File: config.mk
export PLATFORM = sky130hd
export DESIGN_NAME = pmic_power_sequencer
export DESIGN_NICKNAME = d
export VERILOG_FILES = /design/src/rtl/pmic_pkg.sv /design/src/rtl/pmic_tick_prescaler.sv /design/src/rtl/pmic_power_sequencer.sv
export SDC_FILE = /design/constraint.sdc
export NUM_CORES = 1
export LEC_CHECK = 0
export CORE_MARGIN = 10
export CORE_UTILIZATION = 45
export CTS_CLUSTER_SIZE = 24
export DETAILED_ROUTE_END_ITERATION = 7
export PLACE_DENSITY_LB_ADDON = 0.05
export REMOVE_ABC_BUFFERS = 1
export SYNTH_ARGS = -nofsm -noshare
export SYNTH_HDL_FRONTEND = slang
export SYNTH_SLANG_ARGS = --single-unit
File: constraint.sdc
create_clock -name clk -period 3.9 [get_ports clk]
set_clock_uncertainty 0.15 [all_clocks]
set_input_delay 0.975 -clock clk [delete_from_list [all_inputs] [get_ports clk]]
set_output_delay 0.975 -clock clk [all_outputs]
set_load 0.01 [all_outputs]
File: src/rtl/pmic_pkg.sv
// pmic_pkg: shared types and constants for the PMIC power sequencer.
//   state_t          - sequencer FSM states
//   NUM_RAILS        - number of sequenced rails (fixed at 5 by the delay table)
//   SEL_*            - step-select codes driven to the external delay-table mux
//   DEFAULT_TICK_DIV - clk cycles per delay tick (1 s at 100 MHz)
//   rail_bit()       - one-hot rail mask for a 1-based step number
//   top_rail()       - 1-based index of the highest enabled rail, 0 if none
package pmic_pkg;

  localparam int NUM_RAILS = 5;
  localparam int unsigned DEFAULT_TICK_DIV = 100_000_000;

  localparam logic [2:0] SEL_IDLE  = 3'b000;
  localparam logic [2:0] SEL_STEP1 = 3'b001;
  localparam logic [2:0] SEL_STEP2 = 3'b010;
  localparam logic [2:0] SEL_STEP3 = 3'b011;
  localparam logic [2:0] SEL_STEP4 = 3'b100;
  localparam logic [2:0] SEL_STEP5 = 3'b101;

  typedef enum logic [2:0] {
    ST_IDLE    = 3'd0,
    ST_LOAD    = 3'd1,
    ST_WAIT    = 3'd2,
    ST_ON      = 3'd3,
    ST_PD_LOAD = 3'd4,
    ST_PD_WAIT = 3'd5,
    ST_FAULT   = 3'd6
  } state_t;

  // Step k (1..5) owns rail k-1. Step 0 shifts the bit out and yields 0.
  function automatic logic [NUM_RAILS-1:0] rail_bit(input logic [2:0] step);
    rail_bit = NUM_RAILS'(1) << (step - 3'd1);
  endfunction

  function automatic logic [2:0] top_rail(input logic [NUM_RAILS-1:0] en);
    top_rail = SEL_IDLE;
    for (int i = 0; i < NUM_RAILS; i++) begin
      if (en[i]) top_rail = 3'(i + 1);
    end
  endfunction

endpackage

File: src/rtl/pmic_tick_prescaler.sv
// pmic_tick_prescaler: divides clk down to a one-cycle delay tick.
//   clk, rst_n - clock, asynchronous active-low reset
//   clr        - restart the count at 0 (wins over en)
//   en         - advance the count
//   tick       - high in the enabled cycle where the count is TICK_DIV-1
// The counter runs 0..TICK_DIV-1 and wraps, so a tick lands on every
// TICK_DIV-th enabled cycle after a clear. tick is not masked by clr so the
// cycle that both consumes the last tick and clears still sees it.
module pmic_tick_prescaler
  import pmic_pkg::*;
#(
  parameter int unsigned TICK_DIV = DEFAULT_TICK_DIV
) (
  input  logic clk,
  input  logic rst_n,
  input  logic clr,
  input  logic en,
  output logic tick
);

  localparam int unsigned CW = (TICK_DIV > 1) ? $clog2(TICK_DIV) : 1;
  localparam logic [CW-1:0] LAST = CW'(TICK_DIV - 1);

  logic [CW-1:0] cnt_q;

  assign tick = en && (cnt_q == LAST);

  always_ff @(posedge clk or negedge rst_n) begin
    if (!rst_n) begin
      cnt_q <= '0;
    end else if (clr) begin
      cnt_q <= '0;
    end else if (en) begin
      if (cnt_q == LAST) cnt_q <= '0;
      else               cnt_q <= cnt_q + CW'(1);
    end
  end

endmodule

File: src/rtl/pmic_power_sequencer.sv
// pmic_power_sequencer: orders five PMIC rail enables up and down.
//   clk, rst_n  - clock, asynchronous active-low reset (drops all rails at once)
//   start       - level, begins power-up when sampled in IDLE (stop low)
//   stop        - level, begins power-down from ON or aborts a power-up
//   clear_fault - pulse, FAULT -> IDLE
//   pg          - per-rail power-good (only used with PG_CHECK_EN)
//   dly_in      - per-step delay in ticks from the external mux
//   sel         - step select to the mux (0 idle, 1..5 = step)
//   rail_en     - rail enables, bit k belongs to step k+1
//   busy        - high in LOAD/WAIT/PD_LOAD/PD_WAIT
//   seq_done    - high in ON
//   fault       - sticky fault flag
//   dbg_state   - current FSM state (state_t encoding)
// Build option: define PG_CHECK_EN to enable power-good supervision. Without
// it pg is ignored, FAULT is unreachable and fault is tied low.
//
// Timing: the mux is combinational on the registered sel, so sel is set on
// the edge that enters LOAD/PD_LOAD and dly_in is valid in that cycle. A WAIT
// lasts exactly dly*TICK_DIV cycles (one cycle for dly=0): it exits on the
// edge where the last tick brings cnt from 1 to 0, or immediately if cnt
// was loaded as 0.
module pmic_power_sequencer
  import pmic_pkg::*;
#(
  parameter int unsigned TICK_DIV = DEFAULT_TICK_DIV,
  parameter int          CNT_W    = 32
) (
  input  logic                 clk,
  input  logic                 rst_n,
  input  logic                 start,
  input  logic                 stop,
  input  logic                 clear_fault,
  input  logic [NUM_RAILS-1:0] pg,
  input  logic [CNT_W-1:0]     dly_in,
  output logic [2:0]           sel,
  output logic [NUM_RAILS-1:0] rail_en,
  output logic                 busy,
  output logic                 seq_done,
  output logic                 fault,
  output logic [2:0]           dbg_state
);

  state_t               state_q, state_d;
  logic [2:0]           step_q, step_d;
  logic [CNT_W-1:0]     cnt_q, cnt_d;
  logic [2:0]           sel_q, sel_d;
  logic [NUM_RAILS-1:0] rail_en_q, rail_en_d;
  logic                 busy_q, done_q;

  logic presc_clr, presc_en, tick;
  logic wait_done, abort;
  logic [2:0] abort_step;

  // Power-good supervision results, constant 0 when the option is off.
  logic pg_fault_wait, pg_fault_on, pg_on_presc_en;

  pmic_tick_prescaler #(.TICK_DIV(TICK_DIV)) u_presc (
    .clk   (clk),
    .rst_n (rst_n),
    .clr   (presc_clr),
    .en    (presc_en),
    .tick  (tick)
  );

  assign wait_done  = (cnt_q == '0) || (tick && (cnt_q == CNT_W'(1)));
  assign abort      = stop && ((state_q == ST_LOAD) || (state_q == ST_WAIT));
  // Abort powers down from the highest rail already up; none up -> IDLE.
  assign abort_step = top_rail(rail_en_q);

`ifdef PG_CHECK_EN
  logic [NUM_RAILS-1:0] pg_meta_q, pg_s_q;
  logic                 pg5_pend_q;
  logic [NUM_RAILS-1:0] low_q, low_d;

  // Rail 5 has no successor, so its power-good gets one tick after ON entry.
  // While that window is open it is excluded from the steady-state check.
  assign pg_on_presc_en = pg5_pend_q;
  assign low_d = (state_q == ST_ON)
               ? (rail_en_q & ~pg_s_q & ~(pg5_pend_q ? rail_bit(SEL_STEP5) : '0))
               : '0;
  // At the expiry of step k's WAIT, the rail of step k-1 must be good.
  assign pg_fault_wait = (state_q == ST_WAIT) && wait_done && (step_q != SEL_STEP1)
                       && |(rail_bit(step_q - 3'd1) & ~pg_s_q);
  assign pg_fault_on   = (state_q == ST_ON)
                       && ((pg5_pend_q && tick && !pg_s_q[NUM_RAILS-1]) || |(low_d & low_q));

  always_ff @(posedge clk or negedge rst_n) begin
    if (!rst_n) begin
      pg_meta_q  <= '0;
      pg_s_q     <= '0;
      pg5_pend_q <= 1'b0;
      low_q      <= '0;
    end else begin
      pg_meta_q <= pg;
      pg_s_q    <= pg_meta_q;
      low_q     <= low_d;
      if ((state_q == ST_WAIT) && (state_d == ST_ON)) pg5_pend_q <= 1'b1;
      else if ((state_q != ST_ON) || tick)            pg5_pend_q <= 1'b0;
    end
  end
`else
  logic unused_pg;
  assign unused_pg      = ^pg;
  assign pg_fault_wait  = 1'b0;
  assign pg_fault_on    = 1'b0;
  assign pg_on_presc_en = 1'b0;
`endif

  always_comb begin
    state_d   = state_q;
    step_d    = step_q;
    cnt_d     = cnt_q;
    sel_d     = sel_q;
    rail_en_d = rail_en_q;
    presc_clr = 1'b0;
    presc_en  = 1'b0;

    if (abort) begin
      if (abort_step == SEL_IDLE) begin
        state_d = ST_IDLE;
        step_d  = SEL_STEP1;
        sel_d   = SEL_IDLE;
      end else begin
        state_d = ST_PD_LOAD;
        step_d  = abort_step;
        sel_d   = abort_step;
      end
    end else begin
      case (state_q)
        ST_IDLE: begin
          sel_d = SEL_IDLE;
          if (start && !stop) begin
            step_d  = SEL_STEP1;
            sel_d   = SEL_STEP1;
            state_d = ST_LOAD;
          end
        end
        ST_LOAD: begin
          presc_clr = 1'b1;
          cnt_d     = dly_in;
          state_d   = ST_WAIT;
        end
        ST_WAIT: begin
          presc_en = 1'b1;
          if (tick && (cnt_q != '0)) cnt_d = cnt_q - CNT_W'(1);
          if (wait_done) begin
            if (pg_fault_wait) begin
              state_d   = ST_FAULT;
              step_d    = SEL_STEP1;
              sel_d     = SEL_IDLE;
              rail_en_d = '0;
            end else begin
              rail_en_d = rail_en_q | rail_bit(step_q);
              if (step_q == SEL_STEP5) begin
                state_d   = ST_ON;
                sel_d     = SEL_STEP5;
                presc_clr = 1'b1;
              end else begin
                step_d  = step_q + 3'd1;
                sel_d   = step_q + 3'd1;
                state_d = ST_LOAD;
              end
            end
          end
        end
        ST_ON: begin
          sel_d    = SEL_STEP5;
          presc_en = pg_on_presc_en;
          if (pg_fault_on) begin
            state_d   = ST_FAULT;
            step_d    = SEL_STEP1;
            sel_d     = SEL_IDLE;
            rail_en_d = '0;
          end else if (stop) begin
            state_d = ST_PD_LOAD;
            step_d  = SEL_STEP5;
            sel_d   = SEL_STEP5;
          end
        end
        ST_PD_LOAD: begin
          presc_clr = 1'b1;
          cnt_d     = dly_in;
          state_d   = ST_PD_WAIT;
        end
        ST_PD_WAIT: begin
          presc_en = 1'b1;
          if (tick && (cnt_q != '0)) cnt_d = cnt_q - CNT_W'(1);
          if (wait_done) begin
            rail_en_d = rail_en_q & ~rail_bit(step_q);
            if (step_q == SEL_STEP1) begin
              state_d = ST_IDLE;
              sel_d   = SEL_IDLE;
            end else begin
              step_d  = step_q - 3'd1;
              sel_d   = step_q - 3'd1;
              state_d = ST_PD_LOAD;
            end
          end
        end
        ST_FAULT: begin
          rail_en_d = '0;
          sel_d     = SEL_IDLE;
          if (clear_fault) begin
            state_d = ST_IDLE;
            step_d  = SEL_STEP1;
          end
        end
        default: begin
          state_d   = ST_IDLE;
          step_d    = SEL_STEP1;
          sel_d     = SEL_IDLE;
          rail_en_d = '0;
        end
      endcase
    end
  end

  always_ff @(posedge clk or negedge rst_n) begin
    if (!rst_n) begin
      state_q   <= ST_IDLE;
      step_q    <= SEL_STEP1;
      cnt_q     <= '0;
      sel_q     <= SEL_IDLE;
      rail_en_q <= '0;
      busy_q    <= 1'b0;
      done_q    <= 1'b0;
    end else begin
      state_q   <= state_d;
      step_q    <= step_d;
      cnt_q     <= cnt_d;
      sel_q     <= sel_d;
      rail_en_q <= rail_en_d;
      busy_q    <= (state_d == ST_LOAD) || (state_d == ST_WAIT)
                || (state_d == ST_PD_LOAD) || (state_d == ST_PD_WAIT);
      done_q    <= (state_d == ST_ON);
    end
  end

`ifdef PG_CHECK_EN
  logic fault_q;
  always_ff @(posedge clk or negedge rst_n) begin
    if (!rst_n) fault_q <= 1'b0;
    else        fault_q <= (state_d == ST_FAULT);
  end
  assign fault = fault_q;
`else
  assign fault = 1'b0;
`endif

  assign sel       = sel_q;
  assign rail_en   = rail_en_q;
  assign busy      = busy_q;
  assign seq_done  = done_q;
  assign dbg_state = state_q;

endmodule

# [Word level (Yosys, flattened, before mapping)]
# Index checks and enable logic that the tools add are counted.
[op_classes] shifts=1 n_bitwise=5 n_addsub=4 eq_ne=26 reduce_logical=24 mux=47
[op_table] cell="2-to-1 mux 27 bit" n=3
[op_table] cell="2-to-1 mux 3 bit" n=25
[op_table] cell="one-hot mux 32 bit (2 select lines)" n=1
[op_table] cell="equality test 32 x 1 -> 1 bit (second input constant)" n=1
[op_table] cell="zero test 32 bit" n=1
[op_table] cell="2-to-1 mux 32 bit" n=1
[op_table] cell="nonzero test 32 bit" n=1
[op_table] cell="subtractor 32 x 1 -> 32 bit (second input constant)" n=1
[op_table] cell="adder 27 x 1 -> 27 bit (second input constant)" n=1
[op_table] cell="equality test 27 bit (second input constant)" n=1
[op_table] cell="!= test 3 bit (second input constant)" n=7
[op_table] cell="one-hot mux 3 bit (7 select lines)" n=1
[op_table] cell="equality test 3 bit (second input constant)" n=6
[op_table] cell="one-hot mux 3 bit (6 select lines)" n=1
[op_table] cell="one-hot mux 3 bit (5 select lines)" n=1
[op_table] cell="one-hot mux 5 bit (3 select lines)" n=1
[op_table] cell="equality test 3 x 2 -> 1 bit (second input constant)" n=4
[op_table] cell="2-to-1 mux 5 bit" n=2
[op_table] cell="equality test 3 x 1 -> 1 bit (second input constant)" n=3
[op_table] cell="AND reduction 8 bit" n=1
[op_table] cell="2-to-1 mux 1 bit" n=7
[op_table] cell="zero test 3 bit" n=2
[op_table] cell="2-to-1 mux 2 bit" n=3
[op_table] cell="AND reduction 3 bit" n=2
[op_table] cell="other kinds (17)" n=30
[word_totals] inputBits=42 reg_bits=75 output_inout_bits=14

# [Logic depth before layout (Yosys ltp)]
[depth] ltp_word=14 depth_mapped=10

# [Modules after synthesis]
# A second synthesis with hierarchy kept.
[hier_totals] cells_unflattened=624 area_unflattened_um2=5378.9
[by_module_without_submodules] mod="pmic_power_sequencer" n_inst=1 cells_per_inst=451 area_per_inst_um2=3769.9
[by_module_without_submodules] mod="pmic_tick_prescaler" n_inst=1 cells_per_inst=173 area_per_inst_um2=1609.0

# [Least setup slack after synthesis]
# Ideal clock, no wire load.
[synth_path] kind="input to register" start="input port stop" end="register u_presc.cnt_q[7]" setup_ps=121 cell_stages=7 path_buffers=1 arrival_ps=2940 setup_slack_ps=689 cell_sequence="or4b_2 > nand2_1 > a41oi_1 > o41ai_4 > buf_6 > o21ai_1 > a22o_1"
[synth_via] elab_chain_len=9 elab_cells_between_ends=10 cone_classes="5 x mux; 5 x reduce/logical"
[synth_rtl] element="start: declaration" line="pmic_power_sequencer.sv:31" text="input logic stop,"
[synth_rtl] element="logical AND 1 bit (*)" line="pmic_power_sequencer.sv:66" text="assign abort = stop && ((state_q == ST_LOAD) || (state_q == ST_WAIT));"
[synth_rtl] element="2-to-1 mux 1 bit" line="pmic_power_sequencer.sv:118" text="if (abort) begin"
[synth_rtl] element="logical AND 1 bit" line="pmic_tick_prescaler.sv:26" text="assign tick = en && (cnt_q == LAST);"
[synth_rtl] element="logical AND 1 bit" line="pmic_power_sequencer.sv:65" text="assign wait_done = (cnt_q == '0) || (tick && (cnt_q == CNT_W'(1)));"
[synth_rtl] element="logical OR 1 bit" line="pmic_power_sequencer.sv:65"
[synth_rtl] element="2-to-1 mux 1 bit" line="pmic_power_sequencer.sv:146" text="if (wait_done) begin"
[synth_rtl] element="one-hot mux 1 bit (2 select lines)" line="pmic_power_sequencer.sv:129" text="case (state_q)"
[synth_rtl] element="2-to-1 mux 1 bit" line="pmic_power_sequencer.sv:118"
[synth_rtl] element="2-to-1 mux 27 bit or nonzero test 2 bit (tied branches)"
[synth_rtl] element="end signal: assignment" line="pmic_tick_prescaler.sv:35" text="else cnt_q <= cnt_q + CW'(1);"
[synth_rtl] element="end: declaration" line="pmic_tick_prescaler.sv:24" text="logic [CW-1:0] cnt_q;"
# Every way passes the cells marked *; elsewhere a longest branch is shown, timed or not.
# A chain may end at the register's enable or synchronous reset.

# [Final worst setup path]
[layout_path] start="input port stop" end="register u_presc.cnt_q[5]"
# Same word-level chain as after synthesis.

==> flow_summary.json <==
{
  "yosysUniqueCellTypes": 67,
  "grtUsageMet2_pct": 26.07,
  "globalplace.congestion": 0.8747,
  "drv_cap": 0,
  "wire_per_inst_um": 16.55,
  "avgSynthCellArea_um2": 8.227,
  "grt_use_met3_pct": 3.581,
  "numCtsBuffers": 9,
  "yosysWarnings": 0,
  "coreArea_mm2": 0.01032,
  "ioPinCount": 56,
  "min_to": "u_presc.cnt_q[6]",
  "final_util_pct": 54.64,
  "syn_to_final_growth_pct": 18.41,
  "clock-sinks": 75,
  "hold_viol_final": 0,
  "reg2reg_from": "cnt_q[24]",
  "grt_pass1_vias": 4253,
  "grt_max_degree": 76,
  "worstPathArrival_ns": 3.50,
  "start_kind": "primary input",
  "yosys.area.top_type": "dfrtp_1",
  "dp_hpwl_um": 8898,
  "fmax_ghz": 0.2946,
  "power.total_w": 0.003956,
  "gr-total-overflow": 0,
  "vias": 4446,
  "switching_power_w": 0.001757,
  "grt_usage_pct": 16.91,
  "clk_pin_slew_ns": 0.08,
  "post_cts_buffers": 0,
  "worstSetupPathType": "primary input to register",
  "synthCells": 579,
  "worstMarginPinSlew_ns": 0.9763,
  "antenna_found_initial": 0,
  "stdcell_count": 767,
  "io_buffers": 49,
  "power_density_mw_per_mm2": 701.4,
  "ys.flop_type": "dfrtp_1",
  "r2r_slack_ns": 0.55,
  "clock_latency_ns": 0.38,
  "p_leak_nw": 2.234,
  "synth_seq_area_share_pct": 39.43,
  "dieHeight_um": 122.9,
  "vdd_drop_max_mv": 0.3281,
  "fin_crit_ns": 3.395,
  "row_count": 37,
  "cts_hold_buffers": 0,
  "holdPathStages": 1,
  "cts_max_path_buffers": 2,
  "drcViolationCount": 0,
  "crit_fanout": 7,
  "synth_top_cell_area_share_pct": 38.88,
  "slew_violations": 0,
  "min-delay-start": "u_presc.cnt_q[6]",
  "drive_gt1_share_pct": 8.082,
  "clkPwrFrac_pct": 17.9,
  "synth_area_mm2": 0.004763,
  "crit_start": "stop",
  "cts_tree": "built",
  "r2r_end": "u_presc.cnt_q[5]",
  "ys_ff_latch": 75,
  "p_comb_share_pct": 48.8,
  "drtIter0Drc": 338,
  "p_int_w": 0.002199,
  "max_slew_margin_pct": 34.92,
  "dr.pass1.iters": 5,
  "grt_busiest_layer": "met2",
  "cts-resized-gates": 0,
  "finalCritPeriodShare_pct": 87.05,
  "sequentialPowerShare_pct": 33.3,
  "setup_viol": 0,
  "rsz0062_at_grt": "no",
  "vias_per_cell": 5.797,
  "synth.top_cells.by_area": "dfrtp_1, nor2_1, o21ai_0",
  "switching_share_pct": 44.41,
  "htree_levels": 3,
  "rr_worst_depth": 7,
  "die-area_mm2": 0.01510,
  "crit_required_ns": 4.00,
  "nNetsFinal": 678,
  "cp-end-kind": "register",
  "synth_edf_count": 0,
  "hold_class": "register to register",
  "ant_nets": 0,
  "die_w_um": 122.9,
  "status": "complete, no violations",
  "dp_cells": 751,
  "globalRouteMet1Util_pct": 22.45,
  "drt-total-wl_um": 12700,
  "grt_pass1_wl_um": 20840,
  "cts-root-buf": "clkbuf_8",
  "antenna_cells": 0,
  "initial_core_util_pct": 46.14,
  "synthArstFlopShare_pct": 100.0
}
==> cells in the final DEF, fill, tap and decap left out, drive strengths merged, types with 11 or more instances in the layout <==
| cell | count |
|---|---|
| nor2 | 74 |
| o21ai | 61 |
| a21oi | 44 |
| inv | 13 |
| nand2 | 58 |
| nor3 | 24 |
| dfrtp | 74 |
| clkbuf | 12 |
| nand3 | 16 |
| buf | 20 |
| clkdlybuf4s50 | 48 |
| nand4 | 11 |
| nor4 | 16 |
==> logic make-up after synthesis <==
group	synth area share, %
DFF	39.43
buffers and inverters	4.413
AOI/OAI and AO/OA	24.32
other	0.07873
adders and majority gates	2.627
muxes	0.4203
xor gates and xnor gates	3.677
and+or+nand+nor	25.03
==> metal layers <==
metal	vias up	share of wire [%]
met3	18	5.4
li1	2217	-
met4	0	1.8
met5	-	0
met2	110	46
met1	2101	47
==> worst max path at each step <==
| stage | depth (start not counted) | slack (ns) | endpoint |
|---|---|---|---|
| after floorplan | 6 | -0.47 | cnt_q[10] |
| after global placement | 9 | 0.16 | step_q[1] |
| after detailed placement | 8 | 0.11 | u_presc.cnt_q[5] |
| after CTS | 8 | 0.49 | u_presc.cnt_q[5] |
| after global routing | 9 | 0.33 | step_q[0] |
| final | 8 | 0.51 | u_presc.cnt_q[5] |
==> cell type report <==
type,instances,area [um2]
Inverter,14,52.55
Tap cell,136,170.2
Timing Repair Buffer,68,630.6
Clock inverter,4,72.57
Clock buffer,12,155.1
Sequential cell,75,1878
Fill cell,964,4683
Multi-Input combinational cell,458,2681
==> critical path, stage by stage <==
cell and delay, ns:
clkdlybuf4s50_1 0.41, or4b_2 0.65, nand2_1 0.14, a41oi_1 0.22, o41ai_4 0.53, buf_4 0.24, nand2b_1 0.22, o31ai_1 0.11
==> power by group through the flow <==
stage          clock network, W  logic (W)  registers [W]
2_1_floorplan                 0    0.00128        0.00129
5_1_grt                0.000755    0.00217        0.00136
4_1_cts                0.000722    0.00193        0.00131
3_3_place_gp                  0    0.00188        0.00131
6_report               0.000710    0.00193        0.00132
3_5_place_dp                  0    0.00193        0.00132
==> stage by stage <==
step / hold WS, ns / TNS (ns) / instance area [um2] / worst slack, ns
after floorplan: 0.3017 / -9.288 / 4606 / -0.4749
after global placement: 0.3231 / 0 / 5413 / 0.1612
after detailed placement: 0.3285 / 0 / 5413 / 0.1062
after CTS: 0.3428 / 0 / 5640 / 0.4931
after global routing: 0.3848 / 0 / 5640 / 0.3264
final: 0.3406 / 0 / 5640 / 0.5051
==> flip-flops by register name (all words and copies together), names as in the netlist <==
signal and cells:
sel 3, step_q 3, cnt_q 32, u_presc.cnt_q 27
busy 1, rail_en 5, dbg_state 3, seq_done 1
==> cell usage after synthesis, types with 5 or more instances <==
cell      instances
a22oi_1           6
xnor2_1          10
nand3_1          16
nor3_1           24
a31oi_1           6
clkbuf_1         24
or3_1             5
o21ai_1          12
inv_1            13
nor2_1           73
o22a_1            6
a21oi_1          44
o22ai_1           7
xor2_1           10
and3_1            7
nand2_1          58
nor4_1           15
nand2b_1          6
ha_1             10
dfrtp_1          74
o31ai_1           9
o211ai_1          5
o21ai_0          49
nand4_1          11
No activity file was read; power rests on OpenSTA's default activity.
